--- src/rtl/npc_pkg.sv ---
// Shared definitions for the NPC core front end: machine width, reset vector,
// the ebreak encoding and the fetch-stage state type.
package npc_pkg;

    localparam int          XLEN        = 64;
    localparam logic [63:0] RESET_PC    = 64'h8000_0000;
    localparam logic [31:0] INST_EBREAK = 32'h0010_0073;

    // Fixed encodings so waveforms and older tooling see stable state codes.
    localparam logic [2:0] ST_IDLE = 3'd0;
    localparam logic [2:0] ST_REQ  = 3'd1;
    localparam logic [2:0] ST_WAIT = 3'd2;
    localparam logic [2:0] ST_OUT  = 3'd3;
    localparam logic [2:0] ST_HALT = 3'd4;

    typedef enum logic [2:0] {
        IFU_IDLE = ST_IDLE,
        IFU_REQ  = ST_REQ,
        IFU_WAIT = ST_WAIT,
        IFU_OUT  = ST_OUT,
        IFU_HALT = ST_HALT
    } ifu_state_e;

    function automatic logic is_ebreak(input logic [31:0] word);
        return word == INST_EBREAK;
    endfunction

endpackage

--- src/rtl/ifu_fetch.sv ---
// Instruction fetch stage: one outstanding instruction-memory request, hands
// each word and its PC to decode, and latches a sticky halt on a consumed ebreak.
module ifu_fetch #(
    parameter int                XLEN     = npc_pkg::XLEN,
    parameter logic [XLEN-1:0]   RESET_PC = npc_pkg::RESET_PC
) (
    input  logic            clock,
    input  logic            reset_n,
    output logic            mem_req_valid,
    input  logic            mem_req_ready,
    output logic [XLEN-1:0] mem_req_addr,
    input  logic            mem_rsp_valid,
    input  logic [31:0]     mem_rsp_data,
    output logic            inst_valid,
    input  logic            inst_ready,
    output logic [31:0]     inst,
    output logic [XLEN-1:0] inst_pc,
    input  logic            redirect_valid,
    input  logic [XLEN-1:0] redirect_pc,
    output logic            halt
);
    import npc_pkg::*;

    ifu_state_e      state_reg, state_next;
    logic [XLEN-1:0] pc_reg, pc_next;
    logic [31:0]     inst_reg, inst_next;
    logic            drop_reg, drop_next;
    logic [XLEN-1:0] redirect_target;

    assign redirect_target = {redirect_pc[XLEN-1:2], 2'b00};

    always_comb begin
        state_next = state_reg;
        pc_next    = pc_reg;
        inst_next  = inst_reg;
        drop_next  = drop_reg;
        case (state_reg)
            IFU_IDLE: state_next = IFU_REQ;
            IFU_REQ: begin
                if (redirect_valid) begin
                    pc_next = redirect_target;
                    // A request accepted in the redirect cycle carries the old pc.
                    if (mem_req_ready) begin
                        state_next = IFU_WAIT;
                        drop_next  = 1'b1;
                    end
                end else if (mem_req_ready) begin
                    state_next = IFU_WAIT;
                end
            end
            IFU_WAIT: begin
                if (redirect_valid) begin
                    pc_next = redirect_target;
                    if (mem_rsp_valid) begin
                        state_next = IFU_REQ;
                        drop_next  = 1'b0;
                    end else begin
                        drop_next  = 1'b1;
                    end
                end else if (mem_rsp_valid) begin
                    if (drop_reg) begin
                        drop_next  = 1'b0;
                        state_next = IFU_REQ;
                    end else begin
                        inst_next  = mem_rsp_data;
                        state_next = IFU_OUT;
                    end
                end
            end
            IFU_OUT: begin
                // A redirect wins over decode acceptance, even for ebreak.
                if (redirect_valid) begin
                    pc_next    = redirect_target;
                    state_next = IFU_REQ;
                end else if (inst_ready) begin
                    if (is_ebreak(inst_reg)) begin
                        state_next = IFU_HALT;
                    end else begin
                        pc_next    = pc_reg + XLEN'(4);
                        state_next = IFU_REQ;
                    end
                end
            end
            IFU_HALT: state_next = IFU_HALT;
            default:  state_next = IFU_IDLE;
        endcase
    end

    always_ff @(posedge clock or negedge reset_n) begin
        if (!reset_n) begin
            state_reg <= IFU_IDLE;
            pc_reg    <= RESET_PC;
            inst_reg  <= 32'h0;
            drop_reg  <= 1'b0;
        end else begin
            state_reg <= state_next;
            pc_reg    <= pc_next;
            inst_reg  <= inst_next;
            drop_reg  <= drop_next;
        end
    end

    assign mem_req_valid = (state_reg == IFU_REQ);
    assign mem_req_addr  = pc_reg;
    assign inst_valid    = (state_reg == IFU_OUT);
    assign inst          = inst_reg;
    assign inst_pc       = pc_reg;
    assign halt          = (state_reg == IFU_HALT);

    // Memory must not answer in the same cycle it accepts the request.
    rsp_in_req_cycle: assert property (@(posedge clock) disable iff (!reset_n)
        !(mem_req_valid && mem_req_ready && mem_rsp_valid));

endmodule

--- config.mk ---
export PLATFORM = sky130hd
export DESIGN_NAME = ifu_fetch
export DESIGN_NICKNAME = d
export VERILOG_FILES = /design/src/rtl/npc_pkg.sv /design/src/rtl/ifu_fetch.sv
export SDC_FILE = /design/constraint.sdc
export NUM_CORES = 1
export LEC_CHECK = 0
export BUFFER_PORTS_ARGS = -buffer_cell sky130_fd_sc_hd__buf_2
export CAP_MARGIN = 10
export CORE_MARGIN = 2
export CORE_UTILIZATION = 49
export DETAILED_ROUTE_END_ITERATION = 10
export PLACE_DENSITY_LB_ADDON = 0.08
export SLEW_MARGIN = 10
export SYNTH_ARGS = -nofsm -noshare
export SYNTH_HDL_FRONTEND = slang
export SYNTH_SLANG_ARGS = --single-unit
export TNS_END_PERCENT = 100
--- constraint.sdc ---
create_clock -name clock -period 3.1 [get_ports clock]
set_input_delay 0.62 -clock clock [delete_from_list [all_inputs] [get_ports clock]]
set_output_delay 0.62 -clock clock [all_outputs]
set_load 0.02 [all_outputs]
==> results of run 1 <==
==> routing by layer <==
metal | vias up | global-route usage | part of all wire | routed length, µm
met5 | - | 0 | 0 | 0
li1 | 2937 | - | - | -
met4 | 0 | 0.100 | 0.023 | 442
met3 | 39 | 0.0560 | 0.082 | 1550
met1 | 3018 | 0.365 | 0.43 | 8070
met2 | 297 | 0.449 | 0.47 | 8860
==> metrics by stage <==
stage	total power, mW	utilization	area [µm²]	cells
2_1_floorplan	6.16	-	6220	710
3_3_place_gp	7.23	0.583	7270	1055
3_5_place_dp	7.33	0.583	7270	1055
4_1_cts	8.49	0.607	7560	1071
5_1_grt	9.05	0.607	7560	1071
6_report	8.47	0.607	7560	1071
==> synth_stat cells, drive strengths merged (2+ instances only) <==
| cell type | instances |
|---|---|
| o211a | 2 |
| o221a | 2 |
| o211ai | 2 |
| dfrtp | 97 |
| a2bb2oi | 21 |
| mux2i | 3 |
| inv | 8 |
| nor2 | 48 |
| a311oi | 2 |
| or3 | 9 |
| nand3 | 38 |
| nor3b | 2 |
| nor4b | 2 |
| nand2 | 67 |
| a32oi | 3 |
| a22o | 2 |
| o21ai | 31 |
| nor3 | 10 |
| a21o | 3 |
| or2 | 3 |
| mux2 | 32 |
| a31oi | 10 |
| or4 | 7 |
| nor4 | 15 |
| and4 | 8 |
| a211oi | 6 |
| o22a | 8 |
| and2 | 5 |
| o22ai | 26 |
| clkbuf | 28 |
| and3 | 16 |
| nand4 | 19 |
| a21oi | 65 |
| o2bb2ai | 2 |
| nand2b | 5 |
| a41oi | 2 |
| o21a | 4 |
| buf | 78 |
==> power breakdown <==
part,switching (mW),internal [mW]
clock network,0.524,0.625
registers,0.862,1.90
logic,2.88,1.68
==> cell type report <==
class	count	area [µm²]	share of cell area
multi-input combinational	498	3090	0.409
clock inverter	7	68.8	0.00910
inverter	8	30.0	0.00397
timing repair buffer	279	1480	0.195
sequential	98	2450	0.324
tap	172	215	0.0285
clock buffer	9	225	0.0298
==> worst paths after layout <==
path | endpoint | slack (ns) | cells after the start
max | inst_pc[44] | 0.39 | 7
min | inst_pc[28] | 0.26 | 1
max reg2reg | inst_pc[44] | 0.39 | 7
min reg2reg | inst[1] | 0.53 | 1
max in group asynchronous | inst_pc[16] | 1.99 | 2
min in group clock | drop_reg | 0.49 | 2
==> logic make-up after synthesis <==
family	after synthesis	share of synthesized area
AOI/OAI and AO/OA	197	0.203
other	1	0.000604
and+or+nand+nor	261	0.224
buffers and inverters	114	0.112
adders and majority gates	1	0.00202
DFF	98	0.395
muxes	35	0.0629
==> impl_metrics.yaml, run 1 <==
grt:
  grt_start_max_net_pins: 99
  grt_antenna_before_repair: 0
  grt_pass1_wl_um: 29400
  grt_pass1_vias: 5911
  grt_overflow: 0
  globalRouteTotalUtil: 0.275
synthesis:
  mappedNetlistArea_um2: 6200
  synthFlopType: "sky130_fd_sc_hd__dfrtp_1"
  post_synth_inst_count: 707
  count_of_yosys_warnings_during_synthesis: 0
  asyncSetResetFlopFracSynth: 1.00
  synth_enable_flop_cells: 0
  ys_types: 67
  synth.ff_latch_count: 98
  synth_area_leaders: "sky130_fd_sc_hd__dfrtp_1 (39%), sky130_fd_sc_hd__buf_4 (8.0%), sky130_fd_sc_hd__mux2_2 (5.8%)"
  synth_top_area_share: 0.391
  per_instance_average_area_after_synthesis_um2: 8.78
  ys_seq_area_frac: 0.395
  synth_top_area_cell: "sky130_fd_sc_hd__dfrtp_1"
worst_setup_path:
  timing.critical_path.buf_inv: 0
  cp_slowest_stage_delay_ns: 0.49
  endpoint_kind: "flop"
  crit_required_ns: 3.34
  worst_path_dominant_cell_family: "simple AND/OR/NAND/NOR gates"
  crit_path_max_fanout: 7
  critical_path.cell_chain: "ha_1 -> nand3_1 -> or4_4 -> or3_4 -> or4_1 -> o22a_1 -> o22a_1"
  worst_ep_arrival_ns: 2.95
  crit-reg2reg-launch: "inst_pc[2]"
  first_element_of_the_critical_path: "inst_pc[2]"
  critical-path-slowest-cell: "sky130_fd_sc_hd__dfrtp_1"
  cp_common_cell: "sky130_fd_sc_hd__o22a_1"
  startpoint_type: "flop"
  crit_type: "flop to flop"
layout:
  syn_to_final_growth_pct: 21.9
  largest_register_ffs: 62
  final.fill_count: 1151
  mostFrequentLayoutCell: "sky130_fd_sc_hd__buf_2"
  number_of_nets_in_the_layout: 997
  most-common-layout-cells: "sky130_fd_sc_hd__buf_2 (257), sky130_fd_sc_hd__dfrtp_1 (97), sky130_fd_sc_hd__nand2_1 (67), sky130_fd_sc_hd__a21oi_1 (65), sky130_fd_sc_hd__nor2_1 (47)"
  n_antenna_cell: 0
  post_route_cells_drive_above_1_share: 0.390
sta:
  hold_viol: 0
  grt_setup_unrepaired: "no"
  fin_hold_ws_ns: 0.257
  timing.slew.headroom: 0.594
  layout_setup_ws_ns: 0.394
  setup_viol_count_final: 0
  skew_final_ns: 0.00945
  fin_setup_tns_ns: 0
  highest_achievable_clock_rate_mhz: 370
  min_period_over_period: 0.873
  finalMaxSlewViolations: 0
  actual_slew_at_the_worst_max_slew_pin_ns: 0.609
  min_period_ns: 2.71
floorplan:
  die_w_um: 117
  floorplan.initialDensity: 0.498
  placementRows: 41
  fp.coreArea_um2: 12500
  design.portCount: 265
  die_h_um: 117
  die_area_um2: 13600
routing:
  detail_route.drc_violations: 0
  routed_via_density: 5.87
  finalWirelength_um: 18900
  pre_repair_dr_iteration_count: 5
  post_drt_wl_per_cell_um: 17.7
  first_iter_violations: 488
  drt.antenna.violating_nets: 0
  via_count: 6291
clock_tree:
  cts_hold_repair.buffers: 0
  worstSkewPairLatency_ns: 0.35
  htree_num_levels: 3
  cts.path.max_buffers: 2
  clock-root-buffer: "sky130_fd_sc_hd__clkbuf_16"
  cts_inserted_buffers: 9
  clock_sinks: 98
  postCtsSetupRepairBufs: 0
  postCtsResizedCells: 0
  tritoncts_clock_tree: "yes"
  clkTransAtPathRegs_ns: 0.07
place:
  io_buffer_count: 258
  place_hpwl_um: 13700
  placement.setup.worst_slack_ns: 0.319
  routabilityCongestion: 0.913
flow_run:
  cap_violations: 0
pwr:
  power_density_nw_per_um2: 1120
  power.ir.vdd_worst_v: 0.000594
  standby_leakage_power_nw: 3.44
worst_hold_path:
  hold_class: "primary input to asynchronous set/reset pin"
status:
  outcome: "finished clean"
No activity file was read; power rests on OpenSTA's default activity.
==> run 2, diff against run 1 <==
--- a/config.mk
+++ b/config.mk
@@ -8,9 +8,11 @@
 export BUFFER_PORTS_ARGS = -buffer_cell sky130_fd_sc_hd__buf_2
 export CAP_MARGIN = 10
 export CORE_MARGIN = 2
-export CORE_UTILIZATION = 49
+export CORE_UTILIZATION = 50
+export CTS_BUF_LIST = sky130_fd_sc_hd__clkbuf_8
 export DETAILED_ROUTE_END_ITERATION = 10
 export PLACE_DENSITY_LB_ADDON = 0.08
+export SKIP_CTS_REPAIR_TIMING = 1
 export SLEW_MARGIN = 10
 export SYNTH_ARGS = -nofsm -noshare
 export SYNTH_HDL_FRONTEND = slang
==> impl_metrics.yaml, run 2 (synthesis gave the netlist of run 1 again) <==
status:
  outcome: "finished clean"
pwr:
  standby_leakage_power_nw: 3.40
  power.internal_mw: 3.96
  power.ir.vdd_worst_v: 0.000589
  power_density_nw_per_um2: 1100
  finalPower_mw: 8.16
  power.share.combinational: 0.558
  power.share.switching: 0.515
  p_switching_mw: 4.20
  p_clk_frac: 0.105
  power.sequential.fraction: 0.337
worst_setup_path:
  cp_common_cell: "sky130_fd_sc_hd__o22a_1"
  crit_path_max_fanout: 7
  critical-path-slowest-cell: "sky130_fd_sc_hd__dfrtp_1"
  timing.critical_path.buf_inv: 0
  worst_ep_arrival_ns: 2.95
  cp_slowest_stage_delay_ns: 0.49
  endpoint_kind: "flop"
  crit_required_ns: 3.37
  worst_path_dominant_cell_family: "simple AND/OR/NAND/NOR gates"
  startpoint_type: "flop"
  critical_path.cell_chain: "ha_1 -> nand3_1 -> or4_4 -> or3_4 -> or4_1 -> o22a_1 -> o22a_1"
  crit_type: "flop to flop"
layout:
  final.fill_count: 1077
  most-common-layout-cells: "sky130_fd_sc_hd__buf_2 (257), sky130_fd_sc_hd__dfrtp_1 (97), sky130_fd_sc_hd__nand2_1 (67), sky130_fd_sc_hd__a21oi_1 (65), sky130_fd_sc_hd__nor2_1 (47)"
  post_route_cells_drive_above_1_share: 0.389
  syn_to_final_growth_pct: 20.1
  mostFrequentLayoutCell: "sky130_fd_sc_hd__buf_2"
  number_of_nets_in_the_layout: 996
  n_antenna_cell: 0
  largest_register_ffs: 62
clock_tree:
  cts.path.max_buffers: 2
  clkTransAtPathRegs_ns: 0.10
  worstSkewPairLatency_ns: 0.38
  clock-root-buffer: "sky130_fd_sc_hd__clkbuf_8"
  tritoncts_clock_tree: "yes"
  htree_num_levels: 3
  cts_inserted_buffers: 9
  clock_sinks: 98
floorplan:
  floorplan.initialDensity: 0.514
  placementRows: 40
  die_w_um: 115
  die_h_um: 115
  die_area_um2: 13300
  design.portCount: 265
  fp.coreArea_um2: 12100
grt:
  grt_start_max_net_pins: 65
  grt_pass1_wl_um: 29200
  globalRouteTotalUtil: 0.277
  grt_antenna_before_repair: 0
  grt_overflow: 0
  grt_pass1_vias: 5779
place:
  io_buffer_count: 258
  place_hpwl_um: 13500
  routabilityCongestion: 0.912
  placement.setup.worst_slack_ns: 0.175
routing:
  pre_repair_dr_iteration_count: 5
  routed_via_density: 5.87
  first_iter_violations: 444
  finalWirelength_um: 18500
  drt.antenna.violating_nets: 0
  post_drt_wl_per_cell_um: 17.4
  via_count: 6258
  detail_route.drc_violations: 0
sta:
  highest_achievable_clock_rate_mhz: 373
  skew_final_ns: 0.00964
  timing.slew.headroom: 0.555
  min_period_over_period: 0.865
  layout_setup_ws_ns: 0.417
  finalMaxSlewViolations: 0
  grt_setup_unrepaired: "no"
  setup_viol_count_final: 0
  fin_setup_tns_ns: 0
  hold_viol: 0
  min_period_ns: 2.68
  actual_slew_at_the_worst_max_slew_pin_ns: 0.667
  fin_hold_ws_ns: 0.251
flow_run:
  cap_violations: 0
worst_hold_path:
  hold_class: "primary input to asynchronous set/reset pin"
-- run 2: worst paths after layout --
kind / startpoint / to / slack [ns] / cells past startpoint
max in group asynchronous: reset_n / inst_pc[31] / 2.11 / 2
min: reset_n / inst_pc[19] / 0.25 / 1
max reg2reg: inst_pc[2] / inst_pc[44] / 0.42 / 7
min reg2reg: state_reg[2] / state_reg[0] / 0.53 / 1
min in group clock: mem_rsp_valid / drop_reg / 0.46 / 2
max: inst_pc[2] / inst_pc[44] / 0.42 / 7
-- run 2: routing by layer --
| metal | up-vias | GRT usage | share of wire |
|---|---|---|---|
| met5 | - | 0 | 0 |
| met4 | 0 | 0.100 | 0.020 |
| met3 | 28 | 0.0559 | 0.075 |
| met2 | 292 | 0.446 | 0.48 |
| met1 | 3011 | 0.371 | 0.43 |
| li1 | 2927 | - | - |
-- run 2: per-stage QoR --
step                 util  std cells  cell area (µm²)
floorplan               -        710             6220
global placement    0.602       1050             7260
detailed placement  0.602       1050             7260
CTS                 0.618       1066             7450
global route        0.618       1066             7450
finish              0.618       1066             7450
-- run 2: power by group through the flow --
stage	Sequential (mW)	Clock [mW]	Combinational (mW)
global route	2.88	0.932	4.94
detailed placement	2.76	0	4.56
finish	2.75	0.855	4.56
global placement	2.70	0	4.50
floorplan	3.30	0	2.85
CTS	2.74	0.872	4.57
-- run 2: area by class of cell --
class / instances / area (µm²) / share of cell area
clock buffer: 10 / 138 / 0.0185
clock inverter: 6 / 57.6 / 0.00772
inverter: 8 / 30.0 / 0.00403
multi-input combinational: 498 / 3090 / 0.415
sequential: 98 / 2450 / 0.329
tap: 168 / 210 / 0.0282
timing repair buffer: 278 / 1470 / 0.197
==> run 3, diff against run 2 <==
--- a/config.mk
+++ b/config.mk
@@ -11,7 +11,7 @@
 export CORE_UTILIZATION = 50
 export CTS_BUF_LIST = sky130_fd_sc_hd__clkbuf_8
 export DETAILED_ROUTE_END_ITERATION = 10
-export PLACE_DENSITY_LB_ADDON = 0.08
+export PLACE_DENSITY = 0.86
 export SKIP_CTS_REPAIR_TIMING = 1
 export SLEW_MARGIN = 10
 export SYNTH_ARGS = -nofsm -noshare
==> constraint.sdc (replaced) <==
create_clock -name clock -period 3 [get_ports clock]
set_input_delay 0.6 -clock clock [delete_from_list [all_inputs] [get_ports clock]]
set_output_delay 0.6 -clock clock [all_outputs]
set_load 0.02 [all_outputs]
==> impl_metrics.yaml, run 3 (synthesis gave the netlist of run 1 again) <==
worst_setup_path:
  worst_ep_arrival_ns: 2.95
  crit_type: "flop to flop"
  crit_required_ns: 3.28
  cp_common_cell: "sky130_fd_sc_hd__o22a_1"
  endpoint_kind: "flop"
  startpoint_type: "flop"
  critical-path-slowest-cell: "sky130_fd_sc_hd__dfrtp_1"
  critical_path.cell_chain: "ha_1 -> nand3_1 -> or4_4 -> or3_4 -> or4_1 -> o22a_1 -> o22a_1"
  cp_slowest_stage_delay_ns: 0.50
  crit_path_max_fanout: 7
clock_tree:
  tritoncts_clock_tree: "yes"
  htree_num_levels: 3
  clock-root-buffer: "sky130_fd_sc_hd__clkbuf_8"
  clock_sinks: 98
  worstSkewPairLatency_ns: 0.39
  cts.path.max_buffers: 2
  clkTransAtPathRegs_ns: 0.10
  cts_inserted_buffers: 9
sta:
  setup_viol_count_final: 0
  actual_slew_at_the_worst_max_slew_pin_ns: 0.589
  min_period_ns: 2.67
  skew_final_ns: 0.00646
  min_period_over_period: 0.890
  highest_achievable_clock_rate_mhz: 374
  fin_setup_tns_ns: 0
  timing.slew.headroom: 0.604
  finalMaxSlewViolations: 0
  hold_viol: 0
  grt_setup_unrepaired: "no"
layout:
  number_of_nets_in_the_layout: 1002
  postLayoutCellArea_um2: 7550
  syn_to_final_growth_pct: 21.8
  most-common-layout-cells: "sky130_fd_sc_hd__buf_2 (257), sky130_fd_sc_hd__dfrtp_1 (97), sky130_fd_sc_hd__nand2_1 (67), sky130_fd_sc_hd__a21oi_1 (65), sky130_fd_sc_hd__nor2_1 (47)"
  mostFrequentLayoutCell: "sky130_fd_sc_hd__buf_2"
  final.fill_count: 1082
  register_area_um2: 2450
  largest_register_ffs: 62
  post_route_cells_drive_above_1_share: 0.394
  fin_util: 0.626
  multi_input_area_um2: 3090
pwr:
  power.share.switching: 0.517
  power.internal_mw: 4.16
  p_clk_frac: 0.104
  power.sequential.fraction: 0.333
  standby_leakage_power_nw: 3.44
  power.share.combinational: 0.562
  p_switching_mw: 4.44
  power_density_nw_per_um2: 1140
  power.ir.vdd_worst_v: 0.000716
routing:
  pre_repair_dr_iteration_count: 5
  routed_via_density: 5.88
  via_count: 6307
  post_drt_wl_per_cell_um: 17.9
  finalWirelength_um: 19200
  first_iter_violations: 736
  detail_route.drc_violations: 0
  drt.antenna.violating_nets: 0
floorplan:
  placementRows: 40
  die_area_um2: 13300
  die_w_um: 115
  fp.coreArea_um2: 12100
  die_h_um: 115
  floorplan.initialDensity: 0.514
  design.portCount: 265
grt:
  gr-usage-met3: 0.0485
  globalRouteTotalUtil: 0.285
  grt_start_max_net_pins: 85
  grt_util_met1: 0.372
  grt_antenna_before_repair: 1
  grt_pass1_wl_um: 29500
  grt_use_met2: 0.465
  grt_pass1_vias: 5839
  grt.busiest_layer: "met2"
  grt_overflow: 0
place:
  routabilityCongestion: 0.973
  io_buffer_count: 258
  place_hpwl_um: 14300
  placed_area_um2: 7350
status:
  outcome: "finished clean"
flow_run:
  cap_violations: 0
worst_hold_path:
  hold_class: "primary input to asynchronous set/reset pin"
-- run 3: worst max-delay path, delay by kind of cell, from the launching register on --
kind                       cells  cell delay, ns
and+or+nand+nor                4            1.45
DFF                            1            0.50
adders and majority gates      1            0.28
AOI/OAI and AO/OA              2            0.35
-- run 3: final timing paths --
path | startpoint | to | slack, ns | depth (start not counted)
worst max register to register | inst_pc[3] | inst_pc[44] | 0.33 | 7
min in group clock | mem_rsp_valid | drop_reg | 0.42 | 2
worst min-delay path | reset_n | inst_pc[42] | 0.19 | 1
max in group asynchronous | reset_n | inst_pc[31] | 2.13 | 2
worst max-delay path | inst_pc[3] | inst_pc[44] | 0.33 | 7
worst min register to register | state_reg[2] | state_reg[0] | 0.53 | 1
-- run 3: area by class of cell --
cell class | count | area share
Antenna cell | 1 | 0.000331
Clock buffer | 9 | 0.0164
Clock inverter | 7 | 0.0103
Inverter | 8 | 0.00397
Multi-Input combinational cell | 498 | 0.409
Sequential cell | 98 | 0.325
Tap cell | 168 | 0.0278
Timing Repair Buffer | 284 | 0.207
-- run 3: per-stage QoR --
| stage | hold WS, ns | power (mW) | worst slack, ns | instances |
|---|---|---|---|---|
| after floorplan | 0.304 | 6.36 | 0.447 | 710 |
| after global placement | 0.495 | 7.58 | 0.270 | 1056 |
| after detailed placement | 0.511 | 7.70 | 0.242 | 1056 |
| after CTS | 0.207 | 8.61 | 0.330 | 1072 |
| after global routing | 0.235 | 9.15 | 0.204 | 1073 |
| final | 0.192 | 8.60 | 0.330 | 1073 |
-- run 3: metal layers --
layer,wire length [µm],vias up
met5,0,-
met4,543,0
met3,1520,41
met2,9250,354
met1,7850,2964
li1,-,2948
-- run 3: power groups by stage --
stage	clock (mW)	combinational [mW]	sequential, mW
6_report	0.896	4.83	2.87
3_3_place_gp	0	4.75	2.83
2_1_floorplan	0	2.95	3.41
3_5_place_dp	0	4.83	2.87
5_1_grt	0.954	5.21	2.99
4_1_cts	0.916	4.84	2.85
